$ cat src/rtl/sig_stab_pkg.sv
// ============================================================================
// Module   : sig_stab_pkg
// Purpose  : Shared FSM state type and parameter limits for sig_stabilizer.
// Revision : 1.0 - initial release
// ============================================================================
`default_nettype none

package sig_stab_pkg;

    typedef enum logic [1:0] {
        IDLE_LO = 2'd0,
        CHK_HI  = 2'd1,
        IDLE_HI = 2'd2,
        CHK_LO  = 2'd3
    } sig_stab_state_t;

    localparam int c_SYNC_STAGES_MIN   = 2;
    localparam int c_SYNC_STAGES_MAX   = 4;
    localparam int c_STABLE_CYCLES_MIN = 1;

    // Out-of-range depths are pulled into the legal window.
    function automatic int clamp_sync(input int n);
        if (n < c_SYNC_STAGES_MIN) return c_SYNC_STAGES_MIN;
        if (n > c_SYNC_STAGES_MAX) return c_SYNC_STAGES_MAX;
        return n;
    endfunction

endpackage

`default_nettype wire

$ cat src/rtl/sig_sync.sv
// ============================================================================
// Module   : sig_sync
// Purpose  : Multi-flop synchronizer for a single asynchronous bit.
// Revision : 1.0 - initial release
// ============================================================================
`default_nettype none

module sig_sync #(
    parameter int STAGES = 2
) (
    input  logic clk,
    input  logic rst,
    input  logic d,
    output logic q
);

    logic [STAGES-1:0] r_chain;

    always_ff @(posedge clk or negedge rst) begin
        if (!rst) begin
            r_chain <= '0;
        end else begin
            r_chain <= {r_chain[STAGES-2:0], d};
        end
    end

    assign q = r_chain[STAGES-1];

endmodule

`default_nettype wire

$ cat src/rtl/sig_stabilizer.sv
// ============================================================================
// Module   : sig_stabilizer
// Purpose  : Synchronizes and debounces a raw input, flags edges, counts glitches.
// Revision : 1.0 - initial release
// ============================================================================
`default_nettype none

module sig_stabilizer
    import sig_stab_pkg::*;
#(
    parameter int SYNC_STAGES   = 2,
    parameter int STABLE_CYCLES = 4,
    parameter int CNT_W         = 8
) (
    input  logic             clk,
    input  logic             rst,
    input  logic             sig_in,
    input  logic             glitch_clr,
    output logic             sig_out,
    output logic             rise,
    output logic             fall,
    output logic             changing,
    output logic [CNT_W-1:0] glitch_cnt
);

    localparam int c_STAGES   = clamp_sync(SYNC_STAGES);
    localparam int c_STABLE   = (STABLE_CYCLES < c_STABLE_CYCLES_MIN) ? c_STABLE_CYCLES_MIN : STABLE_CYCLES;
    localparam int c_CNT_BITS = $clog2(c_STABLE + 1);
    localparam logic [c_CNT_BITS-1:0] c_LAST       = c_CNT_BITS'(c_STABLE - 1);
    localparam logic [c_CNT_BITS-1:0] c_ONE        = c_CNT_BITS'(1);
    localparam logic [CNT_W-1:0]      c_GLITCH_MAX = {CNT_W{1'b1}};

    logic w_s;

    sig_sync #(
        .STAGES (c_STAGES)
    ) u_sync (
        .clk (clk),
        .rst (rst),
        .d   (sig_in),
        .q   (w_s)
    );

    sig_stab_state_t         r_state, w_state_nxt;
    logic [c_CNT_BITS-1:0]   r_cnt, w_cnt_nxt;
    logic                    r_sig_out, w_out_nxt;
    logic                    r_rise, r_fall, r_changing;
    logic                    w_rise_nxt, w_fall_nxt;
    logic                    w_flip, w_glitch, w_differs;
    logic [CNT_W-1:0]        r_glitch_cnt;

    assign w_differs = (w_s != r_sig_out);

    always_comb begin
        w_state_nxt = r_state;
        w_cnt_nxt   = r_cnt;
        w_out_nxt   = r_sig_out;
        w_rise_nxt  = 1'b0;
        w_fall_nxt  = 1'b0;
        w_flip      = 1'b0;
        w_glitch    = 1'b0;

        case (r_state)
            IDLE_LO, IDLE_HI: begin
                if (w_differs) begin
                    if (c_STABLE == 1) begin
                        w_flip = 1'b1;
                    end else begin
                        w_state_nxt = (r_state == IDLE_LO) ? CHK_HI : CHK_LO;
                        w_cnt_nxt   = c_ONE;
                    end
                end
            end
            CHK_HI, CHK_LO: begin
                if (!w_differs) begin
                    w_state_nxt = (r_state == CHK_HI) ? IDLE_LO : IDLE_HI;
                    w_cnt_nxt   = '0;
                    w_glitch    = 1'b1;
                end else if (r_cnt == c_LAST) begin
                    w_flip = 1'b1;
                end else begin
                    w_cnt_nxt = r_cnt + c_ONE;
                end
            end
            default: begin
                w_state_nxt = IDLE_LO;
                w_cnt_nxt   = '0;
            end
        endcase

        // A qualified change always lands in the idle state of the new level.
        if (w_flip) begin
            w_out_nxt   = w_s;
            w_rise_nxt  = w_s;
            w_fall_nxt  = ~w_s;
            w_state_nxt = w_s ? IDLE_HI : IDLE_LO;
            w_cnt_nxt   = '0;
        end
    end

    always_ff @(posedge clk or negedge rst) begin
        if (!rst) begin
            r_state      <= IDLE_LO;
            r_cnt        <= '0;
            r_sig_out    <= 1'b0;
            r_rise       <= 1'b0;
            r_fall       <= 1'b0;
            r_changing   <= 1'b0;
            r_glitch_cnt <= '0;
        end else begin
            r_state    <= w_state_nxt;
            r_cnt      <= w_cnt_nxt;
            r_sig_out  <= w_out_nxt;
            r_rise     <= w_rise_nxt;
            r_fall     <= w_fall_nxt;
            r_changing <= w_rise_nxt | w_fall_nxt;
            // Clear takes priority over a coincident glitch.
            if (glitch_clr) begin
                r_glitch_cnt <= '0;
            end else if (w_glitch && (r_glitch_cnt != c_GLITCH_MAX)) begin
                r_glitch_cnt <= r_glitch_cnt + 1'b1;
            end
        end
    end

    assign sig_out    = r_sig_out;
    assign rise       = r_rise;
    assign fall       = r_fall;
    assign changing   = r_changing;
    assign glitch_cnt = r_glitch_cnt;

endmodule

`default_nettype wire

$ cat config.mk
export PLATFORM = sky130hd
export DESIGN_NAME = sig_stabilizer
export DESIGN_NICKNAME = d
export VERILOG_FILES = /design/src/rtl/sig_stab_pkg.sv /design/src/rtl/sig_sync.sv /design/src/rtl/sig_stabilizer.sv
export SDC_FILE = /design/constraint.sdc
export NUM_CORES = 1
export LEC_CHECK = 0
export CORE_MARGIN = 8
export CORE_UTILIZATION = 45
export DETAILED_ROUTE_END_ITERATION = 8
export HOLD_SLACK_MARGIN = 0.15
export MAX_ROUTING_LAYER = met4
export PLACE_DENSITY = 0.82
export SLEW_MARGIN = 5
export SYNTH_ARGS = -nofsm -noshare
export SYNTH_HDL_FRONTEND = slang
export SYNTH_SLANG_ARGS = --single-unit
$ cat constraint.sdc
create_clock -name clk -period 2.3 [get_ports clk]
set_clock_uncertainty 0.1 [all_clocks]
set_input_delay 0.46 -clock clk [delete_from_list [all_inputs] [get_ports clk]]
set_output_delay 0.46 -clock clk [all_outputs]
set_load 0.01 [all_outputs]
==> metrics.md <==
| Metric | Value |
|---|---|
| # setup viols final | 0 |
| All-Layer GR Usage | 9.07% |
| Placer Congestion | 0.828 |
| Worst R2R Start | glitch_cnt[0] |
| CTS hold repair buffers | 0 |
| Hold Path Depth | 0 |
| Min Tclk post-route | 1920 ps |
| Max Clock Freq | 521 MHz |
| RSZ-0062 raised after global routing | false |
| CTS Buf Count | 3 |
| Die Area | 0.00343 mm^2 |
| Crit-path cells | clkdlybuf4s50_1 |
| Setup TNS | 0 ps |
| Dpl hpwl | 1120 um |
| Antenna violations before repair | 0 |
| Sw Ratio | 32.3% |
| Internal cell power | 614 uW |
| Comb pwr share | 31.2% |
| Yosys reg bits | 18 |
| Largest net degree at the start of global routing | 19 |
| CTS tree | yes |
| WS Path Type | register to output pin |
| Die width | 58.6 um |
| Port Buf Inserts | 15 |
| Critical Path AT | 1360 ps |
| Layout cell share with drive strength beyond 1 | 11.2% |
| Num ports | 16 |
| Top cells by count, synth | 18 x dfrtp_1, 7 x nor2_1, 6 x a21oi_1 |
| Post-DRT Antenna Nets | 0 |
| Seq/Total Area, Yosys | 55.2% |
| Row Count | 15 |
| EDFF count, synth | 0 |
| Max_cap viols | 0 |
| Initial Util | 47.8% |
| Critical Path Start Type | register |
| Crit path buffers/inverters | 1 |
| Ys Warns | 0 |
| Area contributors post-synth | dfrtp_1 55%, ha_1 4.6%, a21oi_1 3.7% |
| Largest area contributor in the synthesized netlist | dfrtp_1 |
| Lkg Pwr | 0.455 nW |
| Final hold violation count | 0 |
| CP delay by family, top | buffers and inverters |
| Diode count | 0 |
| Predominant post-synthesis flop cell | dfrtp_1 |
| Reg2reg path depth | 5 |
| Post-CTS Resized | 0 |
| First-pass GRT wire length | 2320 um |
| Slew Limit Fails | 0 |
| Hold endpoint | u_sync.r_chain[1] |
| R2R Path End | glitch_cnt[7] |
| Slew margin rel. | 80.0% |
| Clk pin slew, worst setup/hold paths | 100 ps |
| Nets | 97 |
| Flop2flop setup slack | 560 ps |
| Status | completed |
| CP endpoint kind | output pin |
| First DRT Iteration DRCs | 7 |
| Area growth syn-to-layout | 27.1% |
| Setup Buffers After CTS | 0 |
| Vias per cell | 5.06 |
| Total wire length | 1490 um |
| Mapped Cells | 70 |
| Worst EP required | 1740 ps |
| Origin of the worst min-delay path | u_sync.r_chain[0] |
| Tcrit/Tclk final | 83.5% |
| Hold WC Path Type | register to register |
| WL/cell | 13.0 um |
| Synthesized cell area | 816 um^2 |
| Most frequent cell after synthesis | dfrtp_1 |
| Slew @ Worst Pin | 300 ps |
| Drt pass-1 iters | 4 |
| Clk root buf | clkbuf_4 |
| Avg Inst Size Synth | 11.7 um^2 |
| Cell Pwr Density | 875 mW/mm^2 |
| Net Sw Power | 293 uW |
| Number of global-route vias before repair | 562 |
| Clock share of power | 20.9% |
| CP startpoint | sig_out |
| Total chip power | 907 uW |
| Share of Yosys cell area claimed by the top area cell type | 55.2% |
| DRC | 0 |
| Clk sinks | 18 |
| Cell variety after synth | 25 |
| Max FO, Critical Path | 5 |
| Clock latency on the worst-skew pair | 290 ps |
| Async S/R FF share, synth | 100% |
| Die Span Y | 58.6 um |
| Max VDD drop | 0.573 mV |
| Gr ovfl total | 0 |
| Sequential Power Share | 47.9% |
| Slowest Stage Delay on Critical Path | 590 ps |
| Via Count | 577 |
| CORE AREA | 0.00171 mm^2 |
| Htree depth | 1 |
| Max Buffers Root-to-Sink | 2 |
| Hold Slack | 259 ps |
| CP max-delay cell | clkdlybuf4s50_1 |
| Syn Nets | 77 |
-- power groups by stage --
stage | clock network (mW) | logic [mW] | registers, mW
4_1_cts | 0.200 | 0.289 | 0.435
5_1_grt | 0.206 | 0.317 | 0.442
3_5_place_dp | 0 | 0.289 | 0.440
3_3_place_gp | 0 | 0.278 | 0.438
6_report | 0.190 | 0.283 | 0.435
2_1_floorplan | 0 | 0.184 | 0.443
-- how the worst max path moves through the flow --
stage,endpoint,slack (ps),cells past startpoint
2_1_floorplan,glitch_cnt[6],620,5
3_3_place_gp,glitch_cnt[6],640,5
3_5_place_dp,glitch_cnt[7],560,5
4_1_cts,sig_out,340,1
5_1_grt,sig_out,320,1
6_report,sig_out,380,1
-- stage by stage --
| stage | cell area (um^2) | setup WS, ps | instances | utilization, % |
|---|---|---|---|---|
| after floorplan | 816 | 623 | 70 | - |
| after global placement | 1000 | 637 | 110 | 58.6 |
| after detailed placement | 1000 | 565 | 110 | 58.6 |
| after CTS | 1040 | 345 | 114 | 60.7 |
| after global routing | 1040 | 317 | 114 | 60.7 |
| final | 1040 | 379 | 114 | 60.7 |
-- flip-flops by register name, indices dropped and copies added, names as in the netlist --
register	flops
changing	1
r_cnt	3
glitch_cnt	8
u_sync.r_chain	2
r_state	1
sig_out	1
fall	1
rise	1
-- cell type report --
type | instances | area [um^2]
inverter | 4 | 15.0
sequential | 18 | 450
clock buffer | 4 | 36.3
timing repair buffer | 16 | 158
fill | 145 | 671
tap | 25 | 31.3
multi-input combinational | 47 | 347
-- layout by cell type, fill, tap and decap left out, types with 3 or more instances in the layout --
cell,instances
a21oi_1,6
clkbuf_4,3
clkdlybuf4s50_1,15
dfrtp_1,18
ha_1,3
inv_1,4
nand2_1,3
nand3_1,3
nor2_1,7
o21ai_0,3
or3_1,3
xor2_1,3
-- cell families after synthesis --
| logic type | Yosys count | synth area share (%) |
|---|---|---|
| AND/OR/NAND/NOR | 23 | 14.6 |
| AO/OA/AOI/OAI | 15 | 14.1 |
| buffers and inverters | 5 | 2.30 |
| XOR/XNOR | 4 | 6.60 |
| multiplexers | 2 | 2.61 |
| adder cells (fa/ha/maj) | 3 | 4.60 |
| flip-flops | 18 | 55.2 |
-- metal layers --
metal | track usage [%] | vias to the layer above | wire length (um)
met5 | - | - | 0
met4 | 5.12 | 0 | 6
met3 | 2.61 | 2 | 67
met2 | 15.4 | 11 | 732
met1 | 9.18 | 276 | 679
li1 | - | 288 | -
Power figures use the tool's default switching activity.
